[src/rtl/opb_master_single.sv]
`default_nettype none
// +--------------------------------------------------------------------+
// | Module   : opb_master_single                                       |
// | Function : Single-beat OPB bus master. Accepts one user command,   |
// |            arbitrates for the bus, runs the transfer with retry    |
// |            handling and returns a one-cycle response pulse.        |
// |            User bit 31 maps to OPB bit 0 on every bus.             |
// | Options  : define OPB_MASTER_BUSLOCK_EN to hold M_busLock high     |
// |            through the request/transfer phases, including retries. |
// | Revision : 1.0  initial release                                    |
// +--------------------------------------------------------------------+
module opb_master_single #(
  parameter int C_OPB_AWIDTH  = 32,
  parameter int C_OPB_DWIDTH  = 32,
  parameter int C_MAX_RETRIES = 4
) (
  input  logic                      OPB_Clk,
  input  logic                      OPB_Rst_n,
  input  logic                      cmd_valid,
  output logic                      cmd_ready,
  input  logic                      cmd_rnw,
  input  logic [C_OPB_AWIDTH-1:0]   cmd_addr,
  input  logic [C_OPB_DWIDTH-1:0]   cmd_data,
  input  logic [C_OPB_DWIDTH/8-1:0] cmd_be,
  output logic                      rsp_valid,
  output logic [C_OPB_DWIDTH-1:0]   rsp_data,
  output logic                      rsp_err,
  output logic                      M_request,
  output logic                      M_select,
  output logic                      M_RNW,
  output logic [0:C_OPB_AWIDTH-1]   M_ABus,
  output logic [0:C_OPB_DWIDTH/8-1] M_BE,
  output logic [0:C_OPB_DWIDTH-1]   M_DBus,
  output logic                      M_seqAddr,
  output logic                      M_busLock,
  input  logic                      OPB_MGrant,
  input  logic [0:C_OPB_DWIDTH-1]   OPB_DBus,
  input  logic                      OPB_xferAck,
  input  logic                      OPB_errAck,
  input  logic                      OPB_retry,
  input  logic                      OPB_timeout
);

  localparam int BEW = C_OPB_DWIDTH / 8;

  localparam logic [1:0] ST_IDLE = 2'd0;
  localparam logic [1:0] ST_REQ  = 2'd1;
  localparam logic [1:0] ST_XFER = 2'd2;
  localparam logic [1:0] ST_RESP = 2'd3;

  // A retry seen while the count already equals this limit would exceed it.
  localparam logic [3:0] RETRY_LIMIT = 4'(C_MAX_RETRIES);

  logic [1:0]              state_q, state_d;
  logic [3:0]              retry_cnt_q, retry_cnt_d;
  logic                    cmd_rnw_q, cmd_rnw_d;
  logic [C_OPB_AWIDTH-1:0] cmd_addr_q, cmd_addr_d;
  logic [C_OPB_DWIDTH-1:0] cmd_data_q, cmd_data_d;
  logic [BEW-1:0]          cmd_be_q, cmd_be_d;

  logic                    cmd_ready_q, cmd_ready_d;
  logic                    rsp_valid_q, rsp_valid_d;
  logic [C_OPB_DWIDTH-1:0] rsp_data_q, rsp_data_d;
  logic                    rsp_err_q, rsp_err_d;
  logic                    m_request_q, m_request_d;
  logic                    m_select_q, m_select_d;
  logic                    m_rnw_q, m_rnw_d;
  logic [C_OPB_AWIDTH-1:0] m_abus_q, m_abus_d;
  logic [BEW-1:0]          m_be_q, m_be_d;
  logic [C_OPB_DWIDTH-1:0] m_dbus_q, m_dbus_d;
  logic                    m_buslock_q, m_buslock_d;

  // State, command copy and every output flop; reset returns to an idle, ready bus.
  always_ff @(posedge OPB_Clk or negedge OPB_Rst_n) begin
    if (!OPB_Rst_n) begin
      state_q     <= ST_IDLE;
      retry_cnt_q <= '0;
      cmd_rnw_q   <= 1'b0;
      cmd_addr_q  <= '0;
      cmd_data_q  <= '0;
      cmd_be_q    <= '0;
      cmd_ready_q <= 1'b1;
      rsp_valid_q <= 1'b0;
      rsp_data_q  <= '0;
      rsp_err_q   <= 1'b0;
      m_request_q <= 1'b0;
      m_select_q  <= 1'b0;
      m_rnw_q     <= 1'b0;
      m_abus_q    <= '0;
      m_be_q      <= '0;
      m_dbus_q    <= '0;
      m_buslock_q <= 1'b0;
    end else begin
      state_q     <= state_d;
      retry_cnt_q <= retry_cnt_d;
      cmd_rnw_q   <= cmd_rnw_d;
      cmd_addr_q  <= cmd_addr_d;
      cmd_data_q  <= cmd_data_d;
      cmd_be_q    <= cmd_be_d;
      cmd_ready_q <= cmd_ready_d;
      rsp_valid_q <= rsp_valid_d;
      rsp_data_q  <= rsp_data_d;
      rsp_err_q   <= rsp_err_d;
      m_request_q <= m_request_d;
      m_select_q  <= m_select_d;
      m_rnw_q     <= m_rnw_d;
      m_abus_q    <= m_abus_d;
      m_be_q      <= m_be_d;
      m_dbus_q    <= m_dbus_d;
      m_buslock_q <= m_buslock_d;
    end
  end

  // Next state, command latch, retry counting and response capture.
  always_comb begin
    state_d     = state_q;
    retry_cnt_d = retry_cnt_q;
    cmd_rnw_d   = cmd_rnw_q;
    cmd_addr_d  = cmd_addr_q;
    cmd_data_d  = cmd_data_q;
    cmd_be_d    = cmd_be_q;
    rsp_data_d  = rsp_data_q;
    rsp_err_d   = rsp_err_q;
    case (state_q)
      ST_IDLE: begin
        if (cmd_valid && cmd_ready_q) begin
          cmd_rnw_d   = cmd_rnw;
          cmd_addr_d  = cmd_addr;
          cmd_data_d  = cmd_data;
          cmd_be_d    = cmd_be;
          retry_cnt_d = '0;
          state_d     = ST_REQ;
        end
      end
      ST_REQ: begin
        if (OPB_MGrant) state_d = ST_XFER;
      end
      ST_XFER: begin
        // Errors win over a simultaneous ack; ack wins over retry.
        if (OPB_errAck || OPB_timeout) begin
          state_d    = ST_RESP;
          rsp_err_d  = 1'b1;
          rsp_data_d = '0;
        end else if (OPB_xferAck) begin
          state_d    = ST_RESP;
          rsp_err_d  = 1'b0;
          // Declared [0:N-1], so positional copy lands OPB bit 0 on user bit N-1.
          rsp_data_d = cmd_rnw_q ? OPB_DBus : '0;
        end else if (OPB_retry) begin
          if (retry_cnt_q >= RETRY_LIMIT) begin
            state_d    = ST_RESP;
            rsp_err_d  = 1'b1;
            rsp_data_d = '0;
          end else begin
            state_d     = ST_REQ;
            retry_cnt_d = retry_cnt_q + 4'd1;
          end
        end
      end
      ST_RESP: state_d = ST_IDLE;
      default: state_d = ST_IDLE;
    endcase
  end

  // Registered outputs derived from the upcoming state; bus drives are 0 unless selected.
  always_comb begin
    cmd_ready_d = (state_d == ST_IDLE);
    rsp_valid_d = (state_d == ST_RESP);
    m_request_d = (state_d == ST_REQ);
    m_select_d  = (state_d == ST_XFER);
    m_rnw_d     = m_select_d ? cmd_rnw_q : 1'b0;
    m_abus_d    = m_select_d ? cmd_addr_q : '0;
    m_be_d      = m_select_d ? cmd_be_q : '0;
    m_dbus_d    = (m_select_d && !cmd_rnw_q) ? cmd_data_q : '0;
`ifdef OPB_MASTER_BUSLOCK_EN
    m_buslock_d = (state_d == ST_REQ) || (state_d == ST_XFER);
`else
    m_buslock_d = 1'b0;
`endif
  end

  // [N-1:0] flops onto [0:N-1] ports: positional copy gives the bit reversal.
  assign cmd_ready = cmd_ready_q;
  assign rsp_valid = rsp_valid_q;
  assign rsp_data  = rsp_data_q;
  assign rsp_err   = rsp_err_q;
  assign M_request = m_request_q;
  assign M_select  = m_select_q;
  assign M_RNW     = m_rnw_q;
  assign M_ABus    = m_abus_q;
  assign M_BE      = m_be_q;
  assign M_DBus    = m_dbus_q;
  assign M_seqAddr = 1'b0;
  assign M_busLock = m_buslock_q;

endmodule
`default_nettype wire

[config.mk]
export PLATFORM = sky130hd
export DESIGN_NAME = opb_master_single
export DESIGN_NICKNAME = d
export VERILOG_FILES = /design/src/rtl/opb_master_single.sv
export SDC_FILE = /design/constraint.sdc
export NUM_CORES = 1
export LEC_CHECK = 0
export CAP_MARGIN = 0
export CORE_MARGIN = 2
export CORE_UTILIZATION = 50
export DETAILED_ROUTE_END_ITERATION = 6
export GPL_TIMING_DRIVEN = 0
export PLACE_DENSITY_LB_ADDON = 0.1
export SLEW_MARGIN = 20
export SYNTH_ARGS = -nofsm -noshare
export SYNTH_HDL_FRONTEND = slang
export SYNTH_SLANG_ARGS = --single-unit
[constraint.sdc]
create_clock -name OPB_Clk -period 3.1 [get_ports OPB_Clk]
set_input_delay 0.93 -clock OPB_Clk [delete_from_list [all_inputs] [get_ports OPB_Clk]]
set_output_delay 0.93 -clock OPB_Clk [all_outputs]
set_load 0.01 [all_outputs]
==> impl_metrics.json, run 1 <==
{
  "path_clk_slew_ns": 0.06,
  "crit_path_max_fanout": 10,
  "drt_first_iter_violations": 178,
  "rsz0062_at_grt": "no",
  "pwr_density_cell_nw_per_um2": 856,
  "num-nets-final": 830,
  "period_minus_slack_ns": 2.61,
  "finalHoldViolCount": 0,
  "cts_sinks": 181,
  "tightest_slew_ns": 0.850,
  "yosys_warnings": 0,
  "cts_root_buffer": "clkbuf_16",
  "diodes": 0,
  "area_growth_pct": 43.3,
  "report.final.slew_viol_count": 0,
  "vias_per_cell": 5.10,
  "setup_slack_ns": 0.488,
  "critPathRequiredTime_ns": 3.37,
  "synth_commonest_cells": "dfrtp_1, mux2_2, nor3b_1, inv_1, mux2i_1",
  "synth_cell_types": 31,
  "grtUsageTotal_pct": 22.7,
  "rows": 42,
  "syn-instance-count": 485,
  "async_reset_ff_share_pct": 100,
  "post-cts-setup-buffers": 0,
  "synth_top_area_share_pct": 65.4,
  "slew-limit-headroom_pct": 43.3,
  "postCtsHoldBufs": 0,
  "synth_seq_cells": 181,
  "clock.fmax_mhz": 383,
  "drt_wl_total_um": 15900,
  "netlist_area_um2": 6880,
  "critPathCaptureType": "flop",
  "avgSynthCellArea_um2": 14.2,
  "wl_per_cell_um": 17.5,
  "pin_count": 217,
  "die_h_um": 121,
  "final_cells": 909,
  "hold_path.class": "primary input to async pin",
  "p_total_mw": 8.45,
  "final_layout_size_suffix_gt1_share_pct": 18.7,
  "period_share_pct": 84.3,
  "dpl.cell_count": 877,
  "cp_data_arrival_time_ns": 2.89,
  "skew_ns": 0.00669,
  "path_class": "primary input to flop",
  "synthTopCellsByArea": "dfrtp_1, mux2_2, mux2i_1, nor4b_1, nor3b_1",
  "finalSetupViolCount": 0,
  "core_um2": 13300,
  "pre_cts_ws_ns": 0.0306,
  "cts-buffers-inserted": 17,
  "grt_max_degree": 94,
  "cts_tree": "done",
  "yosysMostFrequentCell": "dfrtp_1",
  "clk_latency_ns": 0.42,
  "clk_path_buf_depth": 2,
  "routabilityCongestion": 0.797,
  "vdd_drop_max_mv": 0.463,
  "synth_edf_count": 0,
  "yosysSeqAreaShare_pct": 65.8,
  "ys.flop_type": "dfrtp_1",
  "dieArea_um2": 14700,
  "grt_overflow_total": 0,
  "cap_violations": 0,
  "first_pass_iters": 4,
  "io_buffers": 214,
  "max_stage_delay_ns": 0.77,
  "dr_total_vias": 4633,
  "p_leak_nw": 4.15,
  "post_cts_resized": 0,
  "path_cells": "clkdlybuf4s50_1, nor3_2, a311oi_2, buf_2, nor4b_1",
  "antenna_left": 0,
  "grt_pass1_wl_um": 25500,
  "slowest_stage": "a311oi_2",
  "dp_hpwl_um": 11000,
  "die_w_um": 121,
  "outcome": "finished, final reports clean",
  "multi_input_area_um2": 2040,
  "grt_pass1_vias": 4921,
  "start_util_pct": 51.6,
  "final-seq-area_um2": 4530,
  "drc": 0,
  "synth_largest_area_cell": "dfrtp_1",
  "startpoint_type": "primary input",
  "antenna_found_initial": 0,
  "fill_cells": 946,
  "cts-htree-levels": 4
}
worst max-delay path, delay by kind of cell:
| family | cells | cell delay, ns |
|---|---|---|
| buffers and inverters | 2 | 0.97 |
| AOI/OAI and AO/OA | 1 | 0.77 |
| and+or+nand+nor | 2 | 0.20 |
path summary, 6_finish.rpt:
path	to	slack, ns	cells past startpoint	start
setup reg to reg	M_DBus[12]$_DFF_PN0_	1.10	4	state_q[1]$_DFF_PN0_
setup / recovery	M_DBus[12]$_DFF_PN0_	0.49	5	OPB_timeout
max in group asynchronous	cmd_data_q[29]$_DFFE_PN0P_	1.74	2	OPB_Rst_n
hold / removal	cmd_addr_q[19]$_DFFE_PN0P_	0.49	1	OPB_Rst_n
hold reg to reg	cmd_addr_q[6]$_DFFE_PN0P_	0.50	1	cmd_addr_q[6]$_DFFE_PN0P_
min in group OPB_Clk	cmd_addr_q[6]$_DFFE_PN0P_	0.50	1	cmd_addr_q[6]$_DFFE_PN0P_
state kept, by name, indices dropped and copies added (netlist names):
| signal | flops |
|---|---|
| rsp_data | 32 |
| M_BE | 4 |
| M_DBus | 32 |
| M_request | 1 |
| rsp_valid | 1 |
| M_ABus | 32 |
| rsp_err | 1 |
| M_select | 1 |
| cmd_data_q | 32 |
| state_q | 2 |
| cmd_rnw_q | 1 |
| cmd_be_q | 4 |
| cmd_addr_q | 32 |
| cmd_ready | 1 |
| M_RNW | 1 |
| retry_cnt_q | 4 |
stage by stage:
step                      TNS (ns)  hold slack (ns)  area (µm²)  util [%]
after floorplan                  0            0.472        6890         -
after global placement    -1062.44            0.480        9250      69.3
after detailed placement         0            0.488        9280      69.5
after CTS                        0            0.502        9860      73.9
after global routing             0            0.517        9860      73.9
final                            0            0.490        9860      73.9
cell type report:
type	count	area share, %
flip-flops and latches	181	45.9
inverters	34	1.29
plain buffers	36	1.89
clock inverters	11	1.34
repair buffers	215	22.0
clock buffers	21	4.57
well taps	176	2.23
multi-input cells	235	20.7
per-layer routing:
layer / track usage (%) / vias to the layer above / share of wire [%]
met2: 37.7 / 158 / 49
met5: 0 / - / 0
met3: 6.63 / 18 / 7.9
met1: 28.9 / 2335 / 42
li1: - / 2122 / -
met4: 6.82 / 0 / 1.3
cell families after synthesis:
family                   count (synthesis)  synth area share [%]
adder cells (fa/ha/maj)                  1                 0.182
other                                    1                0.0545
AND/OR/NAND/NOR                        119                  11.9
multiplexers                           103                  16.2
flip-flops                             181                  65.8
AO/OA/AOI/OAI                           10                  1.20
buffers and inverters                   70                  4.56
layout by cell type, fill, tap and decap left out, drive strengths merged, types with 7 or more instances in the layout:
master         synthesis  final
clkdlybuf4s50          0    213
dfrtp                180    180
mux2                  69     69
nor3b                 38     38
inv                   34     34
mux2i                 34     34
nor4b                 34     34
buf                   31     33
nand2                 32     32
clkbuf                 5     26
clkinv                 0      7
power breakdown:
| part | switching (mW) | total (mW) | leakage (nW) | internal (mW) |
|---|---|---|---|---|
| logic | 1.30 | 2.82 | 1.50 | 1.53 |
| registers | 0.355 | 3.51 | 2.36 | 3.15 |
| clock network | 0.841 | 2.12 | 0.290 | 1.28 |
| total | 2.49 | 8.45 | 4.15 | 5.96 |
(Power assumes the default switching activity.)
==> inputs of run 2 (changes only) <==
Settings changed: CORE_UTILIZATION 50 to 42.
Clock period 3.1 ns to 2.1 ns, I/O delays scaled along.
==> run 2 against run 1 <==
  * Clock power grew 58%
  * Hold slack lost 0.33 ns
  * Worst setup slack lost 0.36 ns
  * Cell count grew 4.7%
  * Critical endpoint is now M_DBus[3]$_DFF_PN0_
  * Combinational power grew 51%
  * Sequential share of layout area shrank 0.71 points
  * Via count shrank 1.7%
  * Total power grew 51%
==> impl_metrics.json, run 2 (synthesized netlist as in run 1, its figures left out) <==
{
  "period_minus_slack_ns": 1.97,
  "startpoint_type": "primary input",
  "fill_cells": 1269,
  "final-seq-area_um2": 4530,
  "dp_hpwl_um": 11200,
  "drt_wl_total_um": 15900,
  "start_util_pct": 43.2,
  "multi_input_area_um2": 2070,
  "antenna_left": 0,
  "cp_data_arrival_time_ns": 2.28,
  "layout_commonest_cell": "clkdlybuf4s50_1",
  "cts-buffers-inserted": 17,
  "antenna_found_initial": 0,
  "mostFrequentLayoutCells": "clkdlybuf4s50_1, dfrtp_1, mux2_2, nor3b_1",
  "final_layout_size_suffix_gt1_share_pct": 19.4,
  "vias_per_cell": 4.78,
  "finalHoldViolCount": 0,
  "num-nets-final": 833,
  "crit_path_max_fanout": 10,
  "rsz0062_at_grt": "no",
  "cts_root_buffer": "clkbuf_16",
  "io_buffers": 214,
  "grtUsageTotal_pct": 19.1,
  "cts_sinks": 181,
  "die_h_um": 132,
  "drt_first_iter_violations": 189,
  "routabilityCongestion": 0.795,
  "path_class": "primary input to flop",
  "area_growth_pct": 45.6,
  "final_area_um2": 10000,
  "pwr_density_cell_nw_per_um2": 1270,
  "period_share_pct": 93.8,
  "postCtsHoldBufs": 0,
  "r2r-start": "cmd_ready$_DFF_PN1_",
  "timing.rr.end": "cmd_addr_q[17]$_DFFE_PN0P_",
  "vdd_drop_max_mv": 0.608,
  "clk_latency_ns": 0.42,
  "cts-htree-levels": 4,
  "cap_violations": 0,
  "critPathRequiredTime_ns": 2.41,
  "dieArea_um2": 17400,
  "pin_count": 217,
  "wl_per_cell_um": 16.7,
  "core_um2": 15900,
  "first_pass_iters": 4,
  "grt_max_degree": 105,
  "cts_tree": "done",
  "grt_pass1_vias": 4924,
  "grt_pass1_wl_um": 26200,
  "p_total_mw": 12.8,
  "dr_total_vias": 4555,
  "critPathCaptureType": "flop",
  "outcome": "finished, final reports clean",
  "die_w_um": 132,
  "placed_cell_area_um2": 9330,
  "ff2ff_setup_slack_ns": 0.23,
  "diodes": 0,
  "grt_overflow_total": 0,
  "path_clk_slew_ns": 0.07,
  "slew-limit-headroom_pct": 59.6,
  "tightest_slew_ns": 0.606,
  "report.final.slew_viol_count": 0,
  "drc": 0,
  "clk_path_buf_depth": 2,
  "finalSetupViolCount": 0,
  "fin_tns_setup_ns": 0,
  "skew_ns": 0.0112,
  "rr_worst_depth": 4,
  "rows": 46,
  "hold_path.class": "primary input to async pin",
  "p_leak_nw": 4.19,
  "clock.fmax_mhz": 508
}
==> run 2: cell count changes in the layout (fill, tap and decap cells not counted), sizes merged <==
cell / change
clkinv: -4
clkinvlp: +3
buf: +1
bufinv: +1
clkbuf: +1
clkdlybuf4s50: -1
dlygate4sd2: +1
inv: +1
==> run 2: layout make-up <==
cell class | count | area share [%]
buffer | 36 | 1.92
clock buffer | 20 | 4.46
clock inverter | 12 | 1.77
inverter | 34 | 1.27
multi-input combinational | 235 | 20.6
sequential | 181 | 45.2
tap | 216 | 2.70
timing repair buffer | 218 | 22.0
==> run 2: worst max-delay path by stage <==
stage | start | endpoint | slack (ns)
floorplan | OPB_timeout | cmd_ready$_DFF_PN1_ | 0.41
global placement | OPB_Rst_n | cmd_data_q[12]$_DFFE_PN0P_ | -6.74
detailed placement | OPB_timeout | M_DBus[3]$_DFF_PN0_ | -0.63
CTS | OPB_timeout | M_DBus[27]$_DFF_PN0_ | 0.06
global route | OPB_timeout | rsp_data[7]$_DFFE_PN0P_ | 0.003
finish | OPB_timeout | M_DBus[3]$_DFF_PN0_ | 0.13
==> run 2: repair_timing <==
item	in CTS	in global routing
gates resized for setup	2	5
setup endpoints to repair	72	10
pin swaps	1	0
setup buffers	3	0
==> run 2: routing by layer <==
layer	part of all wire, %	GRT usage (%)	routed length, µm	up-vias
met5	0	0	0	-
met4	1.3	6.28	204	0
met3	7.7	6.46	1220	16
met2	49	31.1	7820	138
met1	42	24.0	6690	2278
li1	-	-	-	2123
==> run 2: power by group <==
part	total [mW]	internal [mW]	leakage [nW]	switching [mW]
combinational	4.27	2.34	1.54	1.93
clock	3.34	2.03	0.293	1.32
sequential	5.15	4.65	2.36	0.503
==> run 2: stage by stage <==
step | setup slack (ns) | util (%) | hold WS [ns] | instances
2_1_floorplan | 0.413 | - | 0.334 | 486
3_3_place_gp | -6.74 | 58.3 | 0.476 | 916
3_5_place_dp | -0.626 | 58.5 | 0.487 | 917
4_1_cts | 0.0597 | 62.7 | 0.182 | 952
5_1_grt | 0.00324 | 62.8 | 0.196 | 952
6_report | 0.130 | 62.8 | 0.157 | 952
==> run 2: critical path, cell delays in order <==
cell,delay (ns)
clkdlybuf4s50_1,0.53
nor3_4,0.30
a311oi_4,0.13
buf_12,0.17
buf_2,0.19
nor4b_1,0.32
